## config.mk

```make
export PLATFORM = sky130hd
export DESIGN_NAME = ps2_host_tx
export DESIGN_NICKNAME = d
export VERILOG_FILES = /design/src/rtl/ps2_host_tx.sv
export SDC_FILE = /design/constraint.sdc
export NUM_CORES = 1
export LEC_CHECK = 0
export ABC_AREA = 0
export BUFFER_PORTS_ARGS = -buffer_cell sky130_fd_sc_hd__clkbuf_2
export CAP_MARGIN = 40
export CORE_MARGIN = 3
export CORE_UTILIZATION = 30
export CTS_CLUSTER_DIAMETER = 200
export DETAILED_ROUTE_END_ITERATION = 8
export PLACE_DENSITY = 0.5
export SYNTH_ARGS = -nofsm -noshare
export SYNTH_HDL_FRONTEND = slang
export SYNTH_SLANG_ARGS = --single-unit
```

## constraint.sdc

```tcl
create_clock -name clk -period 4.74 [get_ports clk]
set_input_delay 0.948 -clock clk [delete_from_list [all_inputs] [get_ports clk]]
set_output_delay 0.948 -clock clk [all_outputs]
set_load 0.01 [all_outputs]
```

## src/rtl/ps2_host_tx.sv

```systemverilog
// ps2_host_tx: PS/2 host-to-device command transmitter.
// Inhibits the bus, issues a request-to-send, shifts out start/d0..d7/parity/stop
// on device-generated falling clock edges, checks the device ACK and waits for
// the bus to return idle. Both lines are driven open-drain via pull-low enables.
// Optional build macro PS2_TX_ECHO_CHECK_EN: compare the line against the driven
// data/parity bit on each rising clock edge and abort on contention.
module ps2_host_tx #(
    parameter int INHIBIT_CYCLES = 5000,
    parameter int TIMEOUT_CYCLES = 750000,
    parameter int CNT_W          = 20
) (
    input  logic       clk,
    input  logic       rst,
    input  logic [7:0] tx_data,
    input  logic       tx_valid,
    output logic       tx_ready,
    output logic       tx_busy,
    output logic       tx_done,
    output logic       tx_err,
    input  logic       ps2_clk_in,
    input  logic       ps2_data_in,
    output logic       ps2_clk_oe,
    output logic       ps2_data_oe
);

    typedef enum logic [2:0] {
        ST_IDLE      = 3'd0,
        ST_INHIBIT   = 3'd1,
        ST_REQ       = 3'd2,
        ST_SEND      = 3'd3,
        ST_ACK       = 3'd4,
        ST_WAIT_IDLE = 3'd5
    } state_t;

    localparam logic [CNT_W-1:0] INH_LAST  = CNT_W'(INHIBIT_CYCLES - 1);
    localparam logic [CNT_W-1:0] TMO_LIMIT = CNT_W'(TIMEOUT_CYCLES);

    // Odd parity bit: total number of ones across data and parity is odd.
    function automatic logic odd_parity(input logic [7:0] d);
        return ~^d;
    endfunction

    state_t           state_r, state_nx;
    logic [CNT_W-1:0] cnt_r, cnt_nx, cnt_inc_s;
    logic [3:0]       idx_r, idx_nx;
    logic [10:0]      frame_r, frame_nx;
    logic             done_nx, err_nx;
    logic             clk_oe_nx, data_oe_nx, ready_nx;
    logic             timeout_s, echo_bad_s;

    logic             clk_meta_r, clk_sync_r, clk_prev_r, clk_fe_r;
    logic             data_meta_r, data_sync_r;

    // Two-flop synchronizers on both lines plus a registered falling-edge strobe.
    always_ff @(posedge clk) begin
        if (rst) begin
            clk_meta_r  <= 1'b1;
            clk_sync_r  <= 1'b1;
            clk_prev_r  <= 1'b1;
            clk_fe_r    <= 1'b0;
            data_meta_r <= 1'b1;
            data_sync_r <= 1'b1;
        end else begin
            clk_meta_r  <= ps2_clk_in;
            clk_sync_r  <= clk_meta_r;
            clk_prev_r  <= clk_sync_r;
            clk_fe_r    <= clk_prev_r & ~clk_sync_r;
            data_meta_r <= ps2_data_in;
            data_sync_r <= data_meta_r;
        end
    end

`ifdef PS2_TX_ECHO_CHECK_EN
    logic clk_re_r;

    // Registered rising-edge strobe, only needed for the echo comparison.
    always_ff @(posedge clk) begin
        if (rst) begin
            clk_re_r <= 1'b0;
        end else begin
            clk_re_r <= ~clk_prev_r & clk_sync_r;
        end
    end
`endif

    // Next-state, counter, bit index and registered-output next values.
    always_comb begin
        state_nx   = state_r;
        cnt_nx     = cnt_r;
        idx_nx     = idx_r;
        frame_nx   = frame_r;
        done_nx    = 1'b0;
        err_nx     = 1'b0;
        cnt_inc_s  = cnt_r + {{(CNT_W-1){1'b0}}, 1'b1};
        timeout_s  = (cnt_inc_s == TMO_LIMIT);
        echo_bad_s = 1'b0;
`ifdef PS2_TX_ECHO_CHECK_EN
        if ((state_r == ST_SEND) && clk_re_r && (idx_r >= 4'd1) && (idx_r <= 4'd9)
            && (data_sync_r != frame_r[idx_r])) begin
            echo_bad_s = 1'b1;
        end else begin
            echo_bad_s = 1'b0;
        end
`endif

        case (state_r)
            ST_IDLE: begin
                if (tx_valid) begin
                    frame_nx = {1'b1, odd_parity(tx_data), tx_data, 1'b0};
                    cnt_nx   = {CNT_W{1'b0}};
                    idx_nx   = 4'd0;
                    state_nx = ST_INHIBIT;
                end else begin
                    state_nx = ST_IDLE;
                end
            end
            ST_INHIBIT: begin
                if (cnt_r == INH_LAST) begin
                    cnt_nx   = {CNT_W{1'b0}};
                    state_nx = ST_REQ;
                end else begin
                    cnt_nx = cnt_inc_s;
                end
            end
            ST_REQ: begin
                cnt_nx = cnt_inc_s;
                if (timeout_s) begin
                    err_nx   = 1'b1;
                    state_nx = ST_IDLE;
                end else begin
                    idx_nx   = 4'd0;
                    state_nx = ST_SEND;
                end
            end
            ST_SEND: begin
                cnt_nx = cnt_inc_s;
                if (timeout_s || echo_bad_s) begin
                    err_nx   = 1'b1;
                    state_nx = ST_IDLE;
                end else if (clk_fe_r) begin
                    idx_nx = idx_r + 4'd1;
                    // The fe that presents the stop bit hands over to the ACK phase.
                    if (idx_r == 4'd9) begin
                        state_nx = ST_ACK;
                    end else begin
                        state_nx = ST_SEND;
                    end
                end else begin
                    state_nx = ST_SEND;
                end
            end
            ST_ACK: begin
                cnt_nx = cnt_inc_s;
                if (timeout_s) begin
                    err_nx   = 1'b1;
                    state_nx = ST_IDLE;
                end else if (clk_fe_r) begin
                    if (data_sync_r == 1'b0) begin
                        state_nx = ST_WAIT_IDLE;
                    end else begin
                        err_nx   = 1'b1;
                        state_nx = ST_IDLE;
                    end
                end else begin
                    state_nx = ST_ACK;
                end
            end
            ST_WAIT_IDLE: begin
                cnt_nx = cnt_inc_s;
                if (timeout_s) begin
                    err_nx   = 1'b1;
                    state_nx = ST_IDLE;
                end else if (clk_sync_r && data_sync_r) begin
                    done_nx  = 1'b1;
                    state_nx = ST_IDLE;
                end else begin
                    state_nx = ST_WAIT_IDLE;
                end
            end
            default: begin
                state_nx = ST_IDLE;
            end
        endcase

        if (state_nx == ST_IDLE) begin
            cnt_nx = {CNT_W{1'b0}};
        end else begin
            cnt_nx = cnt_nx;
        end

        // Outputs are registered from the next state so they line up with state_r.
        clk_oe_nx  = (state_nx == ST_INHIBIT) || (state_nx == ST_REQ);
        data_oe_nx = (state_nx == ST_REQ) || ((state_nx == ST_SEND) && !frame_nx[idx_nx]);
        ready_nx   = (state_nx == ST_IDLE);
    end

    // State register and registered outputs; reset releases both lines at once.
    always_ff @(posedge clk) begin
        if (rst) begin
            state_r     <= ST_IDLE;
            cnt_r       <= {CNT_W{1'b0}};
            idx_r       <= 4'd0;
            frame_r     <= 11'd0;
            tx_ready    <= 1'b1;
            tx_busy     <= 1'b0;
            tx_done     <= 1'b0;
            tx_err      <= 1'b0;
            ps2_clk_oe  <= 1'b0;
            ps2_data_oe <= 1'b0;
        end else begin
            state_r     <= state_nx;
            cnt_r       <= cnt_nx;
            idx_r       <= idx_nx;
            frame_r     <= frame_nx;
            tx_ready    <= ready_nx;
            tx_busy     <= ~ready_nx;
            tx_done     <= done_nx;
            tx_err      <= err_nx;
            ps2_clk_oe  <= clk_oe_nx;
            ps2_data_oe <= data_oe_nx;
        end
    end

endmodule

```

After elaboration in Yosys (flattened, before gate mapping)
Cells that the tools add are included.
W data, S select, Z words.
{ "totals": {"regBits": 50, "inputBits": 13, "wordCells": 79, "out_inout_bits": 6} }
{ "classes": {"reduce_logical": 14, "addsub": 2, "n_bitwise": 4, "mux": 30, "n_eq_ne": 12, "order_cmp": 1} }
{ "ops": {"columns": ["operator", "n"], "rows": [
  ["$pmux W20 S3", 1],
  ["$mux W20", 2],
  ["$mux W3", 9],
  ["$mux W11", 2],
  ["$add A20 B1 Y20 const B", 1],
  ["$eq A20 B13 Y1 const B", 1],
  ["$eq A20 B20 Y1 const B", 1],
  ["$pmux W3 S6", 1],
  ["$mux W4", 4],
  ["$eq A3 B2 Y1 const B", 4],
  ["$pmux W4 S3", 1],
  ["$reduce_xnor A8 Y1", 1],
  ["$mux W1", 7],
  ["$eq A3 B1 Y1 const B", 2],
  ["$eq A3 B3 Y1 const B", 2],
  ["$logic_not A3 Y1", 2],
  ["$reduce_or A3 Y1", 2],
  ["$lt A4 B5 Y1 const B", 1],
  ["$add A4 B1 Y4 const B", 1],
  ["$bmux W1 S4", 1],
  ["$eq A4 B4 Y1 const B", 1],
  ["$reduce_or A4 Y1", 1],
  ["$not A1 Y1", 3],
  ["$reduce_bool A3 Y1", 1],
  ["other kinds (9)", 11]
]} }

Logic depth before layout (Yosys ltp)
Gate-level depths: netlist of the first run.
{ "logic_depth": {"word_depth": 9, "mapped_depth": 11, "ltp_nobuf": 11} }

Worst setup path after synthesis of the first run
Ideal clock, no wire load.
{ "synth_timing": {"path_type": "reg-to-reg", "from": "register cnt_r[0]", "to": "register ps2_data_oe", "setup_time_ns": 0.125, "arrival_time_ns": 3.015, "stages_incl_launch_ff": 12, "period_less_slack_ns": 3.140, "path_buffers": 0, "setup_slack_ns": 1.600, "cell_sequence": "dfxtp_1 -> ha_1 -> nand3_2 -> nor4_2 -> xnor2_1 -> or3_4 -> or4_4 -> nand3_2 -> or2_4 -> mux2_4 -> a21oi_2 -> a211oi_2"} }
{ "synth_via": {"elab_chain_cells": 9, "elab_cells_between_ends": 19, "cone_classes": "1 x add/sub; 4 x eq/ne; 11 x mux; 3 x reduce/logical"} }
{ "synth_rtl": {"columns": ["element", "line", "source"], "rows": [
  ["start, declared", "44", "logic [CNT_W-1:0] cnt_r, cnt_nx, cnt_inc_s;"],
  ["start signal, assigned", "201", "cnt_r <= {CNT_W{1'b0}};"],
  ["start signal, assigned", "212", "cnt_r <= cnt_nx;"],
  ["$add A20 B1 Y20", "94", "cnt_inc_s = cnt_r + {{(CNT_W-1){1'b0}}, 1'b1};"],
  ["$eq A20 B20 Y1", "95", "timeout_s = (cnt_inc_s == TMO_LIMIT);"],
  ["$mux W4, on equally long branches", "137, 127", null],
  ["$pmux W4 S3", "106", "case (state_r)"],
  ["$bmux W1 S4", "193", "data_oe_nx = (state_nx == ST_REQ) || ((state_nx == ST_SEND) && !frame_nx[idx_nx]);"],
  ["$mux W1 (not written as such)", "193", null],
  ["$logic_not A1 Y1", "193", null],
  ["$logic_and A1 B1 Y1", "193", null],
  ["$logic_or A1 B1 Y1 *", "193", null],
  ["end signal, assigned", "220", "ps2_data_oe <= data_oe_nx;"],
  ["end, declared", "23", "output logic ps2_data_oe"]
]} }
Mark *: on every way between the ends. The rest lies on a longest branch, timed or not. The select of a mux whose other input is x is not followed.
A chain may end at the register's enable or synchronous reset.

Worst setup path after layout of the first run
Same ends and word-level chain as after synthesis.

==> summary.md, run 1 <==
| Metric | Value |
|---|---|
| Placer's final routability congestion estimate | 0.815 |
| DR iter-0 viols | 115 |
| CP Capture Type | register |
| Vias per cell | 5.30 |
| # fillers | 996 |
| Port buffer count | 18 |
| Clock Latency Late Sink | 310 ps |
| Final hold viol count | 0 |
| Hold Path Class | register to register |
| Fmax | 0.278 GHz |
| Longest Clk Path Bufs | 2 |
| Initial Util | 0.311 |
| Clock skew | 8.69 ps |
| EDFF count, synth | 0 |
| DP HPWL | 5180 microns |
| Hold Buf Count CTS | 0 |
| Crit path kind | register to register |
| Initial antenna violation count | 0 |
| CTS tree | yes |
| CP Buf/Inv Count | 0 |
| Per-cell routed wire length | 14.2 microns |
| Slowest CP cell | a2111oi_0 |
| Die Y | 104 microns |
| Peak VDD IR | 0.0000923 V |
| Syn nets | 380 |
| Most numerous cell in the Yosys netlist | dfxtp_1 |
| Die Width | 104 microns |
| Die area | 10,900 sq um |
| Post-CTS setup buffers | 0 |
| Tot GR Track Use | 0.134 |
| Period utilization | 0.758 |
| Crit path DAT | 3800 ps |
| Status | finished clean |
| Cells after DPL | 495 |
| Slew headroom | 0.466 |
| Final min period | 3590 ps |
| Post-CTS sizing | 0 |
| DRC | 0 |
| FP Rows | 35 |
| Layout Cells excl Fill | 503 |
| Largest net degree at the start of global routing | 24 |
| Asr flop ratio synth | 0 |
| Cells after synthesis | 364 |
| Dominant cells by area after synthesis | dfxtp_1 (34%), a21oi_1 (6.2%), nand2_1 (4.9%) |
| Seq cells post-synth | 50 |
| Final setup vio count | 0 |
| Clk sinks | 50 |
| IO Count | 19 |
| Wire length of the first global-routing pass | 12,300 microns |
| Max Cap Viol | 0 |
| Largest stage delay, worst path | 690 ps |
| Maximum fanout along the worst path | 7 |
| Final ANT Viol Nets | 0 |
| Leakage power | 1.10 nW |
| Worst Setup Start Kind | register |
| Slew @ Worst Pin | 796 ps |
| Synth Flop Type | dfxtp_1 |
| CTS clock-pin slew for the worst setup and hold paths | 100 ps |
| Total gr overflow | 0 |
| Root Buffer Master | clkbuf_8 |
| H-tree levels | 2 |
| Antenna cells | 0 |
| Slew Limit Fails | 0 |
| Data required, critical path | 4950 ps |
| Yosys top cell area share | 0.345 |
| Synth top cells by count | dfxtp_1 (50), nand2_1 (38), nor2_1 (38) |
| Drt total wl | 7130 microns |
| Vias | 2,664 |
| Synth-to-layout area growth | 9.53% |
| Core area | 9330 sq um |
| TritonCTS Buffers | 5 |
| Cell Area, Synth | 2900 sq um |
| Mean post-synth cell area | 7.97 sq um |
| WHS | 415 ps |
| Top cell family by delay on the critical path | compound AO/OA/AOI/OAI gates |
| Critical-path cell list | ha_1 -> nand3_2 -> nor4b_1 -> o221ai_1 -> a2111oi_0 -> a211o_1 -> and2_1 -> or2_4 -> mux2_4 -> a21oi_2 -> a211oi_2 |
| PD cells | 249 nW/um^2 |
| RSZ-0062 raised after global routing | no |
| Layout cells sized above 1 | 0.152 |
| Netlist cell types | 65 |
| DRT Pass-1 Iters | 4 |
| Sequential area share after synthesis | 0.345 |
| Ys Warns | 0 |
| Area leader, netlist | dfxtp_1 |
| Vias in the first global route | 2,481 |
| Setup TNS | 0 ps |
| Fin nets | 389 |
==> power breakdown <==
group / total, mW / switching (mW) / leakage, nW / internal [mW]
Sequential: 0.439 / 0.00703 / 0.407 / 0.431
Combinational: 0.0877 / 0.0543 / 0.647 / 0.0335
Clock: 0.266 / 0.160 / 0.0408 / 0.106
Total: 0.793 / 0.222 / 1.10 / 0.571
==> area by class of cell <==
type                       instances  area [sq um]  share of cell area
multi-input combinational        289          1790               0.562
timing repair buffer              20           113              0.0354
inverter                           7          26.3             0.00826
clock buffer                       5          68.8              0.0216
tap                              129           161              0.0508
sequential                        50          1000               0.315
clock inverter                     3          23.8             0.00748
==> cell usage in the layout (no fill, tap or decap), types with 3 or more instances in the layout <==
master,count
a21oi_1,36
a31oi_1,5
and2_1,5
and3_1,9
clkbuf_2,18
clkbuf_8,5
dfxtp_1,50
ha_1,3
inv_1,5
mux2i_1,4
nand2_1,38
nand2b_1,3
nand3_1,9
nand4_1,4
nor2_1,38
nor2b_1,8
nor3_1,10
nor3_2,3
nor3b_1,9
nor4_1,6
o21ai_0,25
or2_2,5
or3_1,7
or4_1,4
xnor2_1,10
==> metrics by stage <==
step / setup slack (ps) / utilization / cell area, sq um / total power, mW
4_1_cts: 1160 / 0.341 / 3180 / 0.805
3_3_place_gp: 1320 / 0.329 / 3070 / 0.535
5_1_grt: 800 / 0.341 / 3180 / 0.832
6_report: 1150 / 0.341 / 3180 / 0.793
3_5_place_dp: 1170 / 0.331 / 3090 / 0.538
2_1_floorplan: 1600 / - / 2900 / 0.509
==> cells by family after synthesis <==
group / count (synthesis) / synth area share
buffers and inverters: 25 / 0.0401
and+or+nand+nor: 174 / 0.335
DFF: 50 / 0.345
AOI/OAI and AO/OA: 95 / 0.209
muxes: 5 / 0.0190
xor gates and xnor gates: 12 / 0.0388
adders and majority gates: 3 / 0.0129
==> path summary, 6_finish.rpt <==
check                        startpoint                     end  slack, ps  cells after the start
hold / removal    clk_prev_r$_SDFF_PP1_     clk_fe_r$_SDFF_PP0_        410                      2
setup / recovery  cnt_r[0]$_SDFFE_PP0P_  ps2_data_oe$_SDFF_PP0_       1150                     11
hold reg to reg   clk_prev_r$_SDFF_PP1_     clk_fe_r$_SDFF_PP0_        410                      2
setup reg to reg  cnt_r[0]$_SDFFE_PP0P_  ps2_data_oe$_SDFF_PP0_       1150                     11
==> worst min-delay path: cells and delay by family (launching register included) <==
| family | cells | cell delay [ps] |
|---|---|---|
| flip-flops | 1 | 310 |
| buffers and inverters | 1 | 40 |
| AND/OR/NAND/NOR | 1 | 30 |
==> flip-flops by register name (all words and copies together) (netlist names), 3 cells and up <==
name and count:
cnt_r 20, idx_r 4, state_r 3, frame_r 11
==> metal layers <==
metal	GRT usage	up-vias	part of all wire
li1	-	1332	-
met1	0.180	1273	0.48
met2	0.221	48	0.48
met3	0.0211	11	0.024
met4	0.0370	0	0.014
met5	0	-	0
Note: power is estimated with default switching activity, not from simulation.
==> inputs of run 2 (changes only) <==
--- a/config.mk
+++ b/config.mk
@@ -12,7 +12,7 @@
 export CORE_UTILIZATION = 30
 export CTS_CLUSTER_DIAMETER = 200
 export DETAILED_ROUTE_END_ITERATION = 8
-export PLACE_DENSITY = 0.5
+export PLACE_DENSITY = 0.52
 export SYNTH_ARGS = -nofsm -noshare
 export SYNTH_HDL_FRONTEND = slang
 export SYNTH_SLANG_ARGS = --single-unit
==> constraint.sdc (replaced) <==
create_clock -name clk -period 2.9 [get_ports clk]
set_input_delay 0.58 -clock clk [delete_from_list [all_inputs] [get_ports clk]]
set_output_delay 0.58 -clock clk [all_outputs]
set_load 0.01 [all_outputs]
==> run 2 against run 1 <==
  * Sequential cell count did not move
  * Sequential share of layout area decreased by 5.3 points
  * Total power rose by 80%
  * Combinational power up 98%
  * Critical path type unchanged
  * Core utilization is 7.2 points higher
  * Critical path depth increased by 3
  * Clock skew fell by 3.3 ps
  * The run now ends with setup timing left
  * Sequential power rose by 63%
  * Critical endpoint unchanged
  * Final cell count is 11% higher
  * Cell area up 21%
  * Non-clock buffer count is 57 higher
  * Global-route usage is 0.84 points higher
==> summary.md, run 2 (synthesized netlist as in run 1, its figures left out) <==
| Metric | Value |
|---|---|
| Vias in the first global route | 2,698 (was 2,481) |
| Root Buffer Master | clkbuf_8 (unchanged) |
| # fillers | 957 (was 996) |
| Final ANT Viol Nets | 0 (unchanged) |
| Reg2reg path depth | 14 (was 11) |
| DRC | 0 (unchanged) |
| Largest stage delay, worst path | 420 ps (was 690 ps) |
| Fin nets | 446 (was 389) |
| Hold path endpoint | clk_fe_r$_SDFF_PP0_ (unchanged) |
| Initial Util | 0.311 (unchanged) |
| Period utilization | 1.07 (was 0.758) |
| H-tree levels | 2 (unchanged) |
| Wire length of the first global-routing pass | 13,200 microns (was 12,300 microns) |
| CTS clock-pin slew for the worst setup and hold paths | 100 ps (about the same) |
| Status | complete, but fails checks (was finished clean) |
| Clk sinks | 50 (unchanged) |
| PD cells | 371 nW/um^2 (was 249 nW/um^2) |
| Longest Clk Path Bufs | 2 (unchanged) |
| Slew Limit Fails | 0 (unchanged) |
| TritonCTS Buffers | 5 (unchanged) |
| Clock skew | 5.39 ps (was 8.69 ps) |
| Final hold viol count | 0 (unchanged) |
| Hold Startpoint | clk_prev_r$_SDFF_PP1_ (unchanged) |
| Slowest CP cell | or4_4 (was a2111oi_0) |
| Vias | 2,872 (was 2,664) |
| CTS tree | yes (unchanged) |
| RSZ-0062 raised after global routing | yes (was no) |
| CP Capture Type | register (unchanged) |
| Antenna cells | 0 (unchanged) |
| Commonest non-fill, non-tap cell in the layout | buf_4 (was dfxtp_1) |
| DR iter-0 viols | 124 (was 115) |
| Most flops, register | cnt_r (unchanged) |
| Peak VDD IR | 0.000254 V (was 0.0000923 V) |
| Per-cell routed wire length | 14.2 microns (about the same) |
| Final min period | 3090 ps (was 3590 ps) |
| Fmax | 0.324 GHz (was 0.278 GHz) |
| Top Registers | cnt_r x20, frame_r x11, idx_r x4 (unchanged) |
| FP Rows | 35 (unchanged) |
| Die Width | 104 microns (unchanged) |
| Final setup margin | -189 ps (was 1150 ps) |
| Most numerous cell on the critical path | buf_4 |
| Core area | 9330 sq um (unchanged) |
| Final setup vio count | 19 (was 0) |
| Data required, critical path | 3100 ps (was 4950 ps) |
| Hold Path Class | register to register (unchanged) |
| WHS | 412 ps (was 415 ps) |
| Total gr overflow | 0 (unchanged) |
| IO Count | 19 (unchanged) |
| DRT Pass-1 Iters | 6 (was 4) |
| Initial antenna violation count | 0 (unchanged) |
| Port buffer count | 18 (unchanged) |
| Crit path kind | register to register (unchanged) |
| Clock Latency Late Sink | 300 ps (was 310 ps) |
| Largest net degree at the start of global routing | 32 (was 24) |
| Failing checks | setup timing |
| DP HPWL | 5610 microns (was 5180 microns) |
| R2r endpoint | ps2_data_oe$_SDFF_PP0_ (unchanged) |
| Reg2reg setup slack | -190 ps (was 1150 ps) |
| Crit path DAT | 3290 ps (was 3800 ps) |
| Max Cap Viol | 0 (unchanged) |
| Reg2reg start | cnt_r[0]$_SDFFE_PP0P_ (unchanged) |
| Critical-path cell list | ha_4 -> buf_4 -> nand3_4 -> buf_4 -> nor4_4 -> buf_4 -> xnor2_4 -> or3_4 -> or4_4 -> nand3_2 -> or2_4 -> mux2_4 -> a21oi_2 -> a211oi_2 (was ha_1 -> nand3_2 -> nor4b_1 -> o221ai_1 -> a2111oi_0 -> a211o_1 -> and2_1 -> or2_4 -> mux2_4 -> a21oi_2 -> a211oi_2) |
| Leakage power | 1.49 nW (was 1.10 nW) |
| Hold Buf Count CTS | 0 (unchanged) |
| Tot GR Track Use | 0.142 (was 0.134) |
| Die area | 10,900 sq um (unchanged) |
| Highest-count cells in the layout ignoring fill and taps | buf_4 (55), dfxtp_1 (43), nand2_1 (38), nor2_1 (38), a21oi_1 (36) (was dfxtp_1 (50), nand2_1 (38), nor2_1 (38)) |
| Drt total wl | 7950 microns (was 7130 microns) |
| Worst Setup Start Kind | register (unchanged) |
| Synth-to-layout area growth | 32.7% (was 9.53%) |
| Die Y | 104 microns (unchanged) |
| Slew headroom | 0.459 (was 0.466) |
| Vias per cell | 5.13 (was 5.30) |
| Maximum fanout along the worst path | 4 (was 7) |
| Placer's final routability congestion estimate | 0.817 (was 0.815) |
| Largest register FFs | 20 (unchanged) |
| Final Total Pwr | 1.43 mW (was 0.793 mW) |
| Layout cells sized above 1 | 0.309 (was 0.152) |
| Cells on Worst Hold Path | 2 (unchanged) |
| Place WS | -220 ps (was 1170 ps) |
| Slew @ Worst Pin | 807 ps (was 796 ps) |
-- run 2: worst max-delay path, delay by kind of cell (launching register included) --
| kind | cells | cell delay (ps) |
|---|---|---|
| adder cells (fa/ha/maj) | 1 | 150 |
| buffers and inverters | 3 | 460 |
| flip-flops | 1 | 360 |
| XOR/XNOR | 1 | 100 |
| AND/OR/NAND/NOR | 6 | 1410 |
| multiplexers | 1 | 300 |
| AO/OA/AOI/OAI | 2 | 200 |
-- run 2: what timing repair did --
| action | CTS | global route |
|---|---|---|
| resized for setup | 5 | 9 |
| setup buffers | 0 | 5 |
| cloned | 0 | 2 |
| pin swaps | 2 | 7 |
| endpoints found under the setup margin | 2 | 24 |
-- run 2: through the flow --
stage,cells,setup TNS [ps],cell area [sq um],utilization
final,560,-702,3850,0.413
after detailed placement,545,-220,3550,0.381
after global routing,560,-2770,3850,0.413
after floorplan,364,-35.0,3010,-
after global placement,545,-129,3550,0.381
after CTS,553,-123,3700,0.397
-- run 2: worst max-delay path by stage --
stage | end | slack [ps] | startpoint
2_1_floorplan | ps2_data_oe$_SDFF_PP0_ | -40 | cnt_r[4]$_SDFFE_PP0P_
3_3_place_gp | ps2_data_oe$_SDFF_PP0_ | -130 | cnt_r[10]$_SDFFE_PP0P_
3_5_place_dp | ps2_data_oe$_SDFF_PP0_ | -220 | cnt_r[10]$_SDFFE_PP0P_
4_1_cts | ps2_data_oe$_SDFF_PP0_ | -120 | cnt_r[1]$_SDFFE_PP0P_
5_1_grt | ps2_data_oe$_SDFF_PP0_ | -320 | cnt_r[1]$_SDFFE_PP0P_
6_report | ps2_data_oe$_SDFF_PP0_ | -190 | cnt_r[0]$_SDFFE_PP0P_
-- run 2: power by group --
group | leakage (nW) | switching [mW] | total (mW) | internal (mW)
Combinational | 1.02 | 0.0970 | 0.174 | 0.0769
Sequential | 0.410 | 0.0110 | 0.716 | 0.705
Clock | 0.0618 | 0.255 | 0.539 | 0.284
-- run 2: routing by layer --
layer	track usage	vias to the layer above	wire, microns
li1	-	1451	-
met1	0.185	1365	3720
met4	0.0199	0	85
met5	0	-	0
met3	0.0248	11	259
met2	0.251	45	3880
-- run 2: area by class of cell --
type	count	area, sq um	area share
clock buffer	6	82.6	0.0214
clock inverter	2	38.8	0.0101
sequential	50	1010	0.262
timing repair buffer	77	593	0.154
multi-input combinational	289	1940	0.504
tap	129	161	0.0419
inverter	7	26.3	0.00682
==> inputs of run 3 (changes only) <==
--- a/config.mk
+++ b/config.mk
@@ -13,6 +13,7 @@
 export CTS_CLUSTER_DIAMETER = 200
 export DETAILED_ROUTE_END_ITERATION = 8
 export PLACE_DENSITY = 0.52
+export SETUP_SLACK_MARGIN = 0.5
 export SYNTH_ARGS = -nofsm -noshare
 export SYNTH_HDL_FRONTEND = slang
 export SYNTH_SLANG_ARGS = --single-unit
==> run 3 against run 2 <==
  * Worst setup slack improved by 76 ps
  * Final cell count is 1.4% higher
  * Cell area grew 7.0%
  * The flow still finishes with violations (setup timing)
  * Worst hold slack better by 4.3 ps
  * Routed wire length increased by 0.24%
  * Clock power down 13%
  * Non-clock buffer count is 8 higher
  * Sequential share of layout area is 1.5 points lower
  * Total power shrank 1.8%
  * First-iteration DRC count shrank 23%
  * Via count up 0.42%
==> summary.md, run 3 (synthesized netlist as in run 1, its figures left out) <==
| Metric | Value |
|---|---|
| Status | complete, but fails checks (unchanged) |
| Failing checks | setup timing (unchanged) |
| Critical-path cell list | buf_6 -> nand4_4 -> or4b_4 -> xor2_4 -> or3_4 -> or4_4 -> nand3_4 -> or2_4 -> mux2_4 -> a21oi_2 -> a211oi_2 (was ha_4 -> buf_4 -> nand3_4 -> buf_4 -> nor4_4 -> buf_4 -> xnor2_4 -> or3_4 -> or4_4 -> nand3_2 -> or2_4 -> mux2_4 -> a21oi_2 -> a211oi_2) |
| Die area | 10,900 sq um (unchanged) |
| Reg2reg setup slack | -110 ps (was -190 ps) |
| Initial antenna violation count | 0 (unchanged) |
| FP Rows | 35 (unchanged) |
| Largest stage delay, worst path | 560 ps (was 420 ps) |
| Clock Latency Late Sink | 310 ps (was 300 ps) |
| Vias in the first global route | 2,820 (was 2,698) |
| # fillers | 917 (was 957) |
| Final Total Pwr | 1.40 mW (was 1.43 mW) |
| Final hold viol count | 0 (unchanged) |
| Sw Pwr | 0.371 mW (was 0.363 mW) |
| Placer's final routability congestion estimate | 0.806 (was 0.817) |
| CP Capture Type | register (unchanged) |
| Tot GR Track Use | 0.151 (was 0.142) |
| Reg2reg path depth | 11 (was 14) |
| Worst Setup Start Kind | register (unchanged) |
| Peak VDD IR | 0.000161 V (was 0.000254 V) |
| Sw Share | 0.264 (was 0.254) |
| Setup TNS | -1110 ps (was -702 ps) |
| Die Width | 104 microns (unchanged) |
| PD cells | 341 nW/um^2 (was 371 nW/um^2) |
| Antenna cells | 0 (unchanged) |
| Clock Power Share | 0.332 (was 0.377) |
| Die Y | 104 microns (unchanged) |
| Core area | 9330 sq um (unchanged) |
| Final min period | 3010 ps (was 3090 ps) |
| Vias per cell | 5.08 (was 5.13) |
| Leakage power | 1.55 nW (was 1.49 nW) |
| DR iter-0 viols | 96 (was 124) |
| Sequential share of power | 0.509 (was 0.501) |
| IO Count | 19 (unchanged) |
| Largest net degree at the start of global routing | 26 (was 32) |
| Port buffer count | 18 (unchanged) |
| Highest-count cells in the layout ignoring fill and taps | buf_4 (51), dfxtp_1 (40), nand2_1 (38) (was buf_4 (55), dfxtp_1 (43), nand2_1 (38), nor2_1 (38), a21oi_1 (36)) |
| Final ANT Viol Nets | 0 (unchanged) |
| Total gr overflow | 0 (unchanged) |
| Synth-to-layout area growth | 42.0% (was 32.7%) |
| Initial Util | 0.311 (unchanged) |
| DRC | 0 (unchanged) |
| CTS clock-pin slew for the worst setup and hold paths | 100 ps (about the same) |
| Slew @ Worst Pin | 769 ps (was 807 ps) |
| Top Registers | cnt_r x20, frame_r x11, idx_r x4 (unchanged) |
| Slew headroom | 0.484 (was 0.459) |
| Layout cells sized above 1 | 0.401 (was 0.309) |
| H-tree levels | 2 (unchanged) |
| Per-cell routed wire length | 14.0 microns (was 14.2 microns) |
| Comb pwr share | 0.158 (was 0.122) |
| DP HPWL | 5580 microns (was 5610 microns) |
| Hold Path Class | register to register (unchanged) |
| Most flops, register | cnt_r (unchanged) |
| Place WS | -158 ps (was -220 ps) |
| End of the critical path | ps2_data_oe$_SDFF_PP0_ (unchanged) |
| Largest register FFs | 20 (unchanged) |
| Longest Clk Path Bufs | 2 (unchanged) |
| Data required, critical path | 3110 ps (was 3100 ps) |
| DRT Pass-1 Iters | 4 (was 6) |
| Wire length of the first global-routing pass | 13,700 microns (was 13,200 microns) |
| Period utilization | 1.04 (was 1.07) |
| Fmax | 0.332 GHz (was 0.324 GHz) |
| TritonCTS Buffers | 5 (unchanged) |
| Slew Limit Fails | 0 (unchanged) |
| Crit path DAT | 3220 ps (was 3290 ps) |
| Final setup margin | -113 ps (was -189 ps) |
| Clk sinks | 50 (unchanged) |
| Commonest non-fill, non-tap cell in the layout | buf_4 (unchanged) |
| Clock skew | 9.87 ps (was 5.39 ps) |
| Crit path kind | register to register (unchanged) |
| Slowest CP cell | or4b_4 (was or4_4) |
| CTS tree | yes (unchanged) |
| Drt total wl | 7970 microns (was 7950 microns) |
| Root Buffer Master | clkbuf_8 (unchanged) |
| R2r endpoint | ps2_data_oe$_SDFF_PP0_ (unchanged) |
| Maximum fanout along the worst path | 4 (unchanged) |
| Vias | 2,884 (was 2,872) |
| Reg2reg start | cnt_r[1]$_SDFFE_PP0P_ (was cnt_r[0]$_SDFFE_PP0P_) |
| Max Cap Viol | 0 (unchanged) |
| RSZ-0062 raised after global routing | yes (unchanged) |
| Internal Power | 1.03 mW (was 1.07 mW) |
| Worst Setup SP | cnt_r[1]$_SDFFE_PP0P_ (was cnt_r[0]$_SDFFE_PP0P_) |
| Fin nets | 454 (was 446) |
| Final setup vio count | 21 (was 19) |
| Cells on Worst Hold Path | 1 (was 2) |
==> run 3: cell types whose count changed in the layout (fill, tap and decap cells not counted), moves of 3 or more <==
cell | previous run | this run
dfxtp_1 | 43 | 40
nor2_2 | 0 | 9
nor4_1 | 6 | 3
a21oi_2 | 2 | 10
buf_6 | 0 | 9
nor2_1 | 38 | 27
buf_4 | 55 | 51
nor4_2 | 0 | 3
a21oi_1 | 36 | 28
buf_16 | 0 | 3
==> run 3: cell type report <==
type	count	area [sq um]	area share
Clock buffer	7	96.3	0.0234
Clock inverter	1	8.76	0.00213
Inverter	7	26.3	0.00638
Multi-Input combinational cell	289	2070	0.503
Sequential cell	50	1020	0.247
Tap cell	129	161	0.0392
Timing Repair Buffer	85	737	0.179
==> run 3: power by group through the flow <==
stage | sequential [mW] | clock [mW] | combinational, mW
after global placement | 0.731 | 0 | 0.162
after CTS | 0.715 | 0.482 | 0.218
final | 0.715 | 0.467 | 0.222
after global routing | 0.718 | 0.505 | 0.243
after floorplan | 0.729 | 0 | 0.107
after detailed placement | 0.731 | 0 | 0.164
==> run 3: stage by stage <==
stage                     hold slack, ps  area (sq um)  std cells   util
after floorplan                      389          3050        364      -
final                                416          4120        568  0.442
after global routing                 425          4120        568  0.442
after CTS                            420          4020        566  0.431
after detailed placement             397          3600        544  0.386
after global placement               393          3600        544  0.386
==> run 3: worst min path at each step <==
stage                           start                     end  slack, ps
2_1_floorplan   clk_meta_r$_SDFF_PP1_   clk_sync_r$_SDFF_PP1_        390
3_3_place_gp   data_meta_r$_SDFF_PP1_  data_sync_r$_SDFF_PP1_        390
3_5_place_dp   data_meta_r$_SDFF_PP1_  data_sync_r$_SDFF_PP1_        400
4_1_cts        data_meta_r$_SDFF_PP1_  data_sync_r$_SDFF_PP1_        420
5_1_grt        data_meta_r$_SDFF_PP1_  data_sync_r$_SDFF_PP1_        420
6_report       data_meta_r$_SDFF_PP1_  data_sync_r$_SDFF_PP1_        420
==> run 3: what timing repair did <==
action                                  in CTS  in global routing
buffers inserted                            11                  2
gates cloned                                 3                  0
hold buffers                                 0                  0
gates resized for setup                     29                 26
endpoints found under the setup margin      30                 32
pin swaps                                    7                  8
==> run 3: critical path: cells and delay by family, from the launching register on <==
family          cells  cell delay [ps]
xor+xnor            1              190
mux                 1              300
compound gates      2              200
simple gates        6             1740
buf+inv             1              100
flops               1              380
==> run 3: layer usage <==
metal | part of all wire | GRT usage
met5 | 0 | 0
met4 | 0.019 | 0.0437
met3 | 0.024 | 0.0310
met2 | 0.49 | 0.249
met1 | 0.47 | 0.198
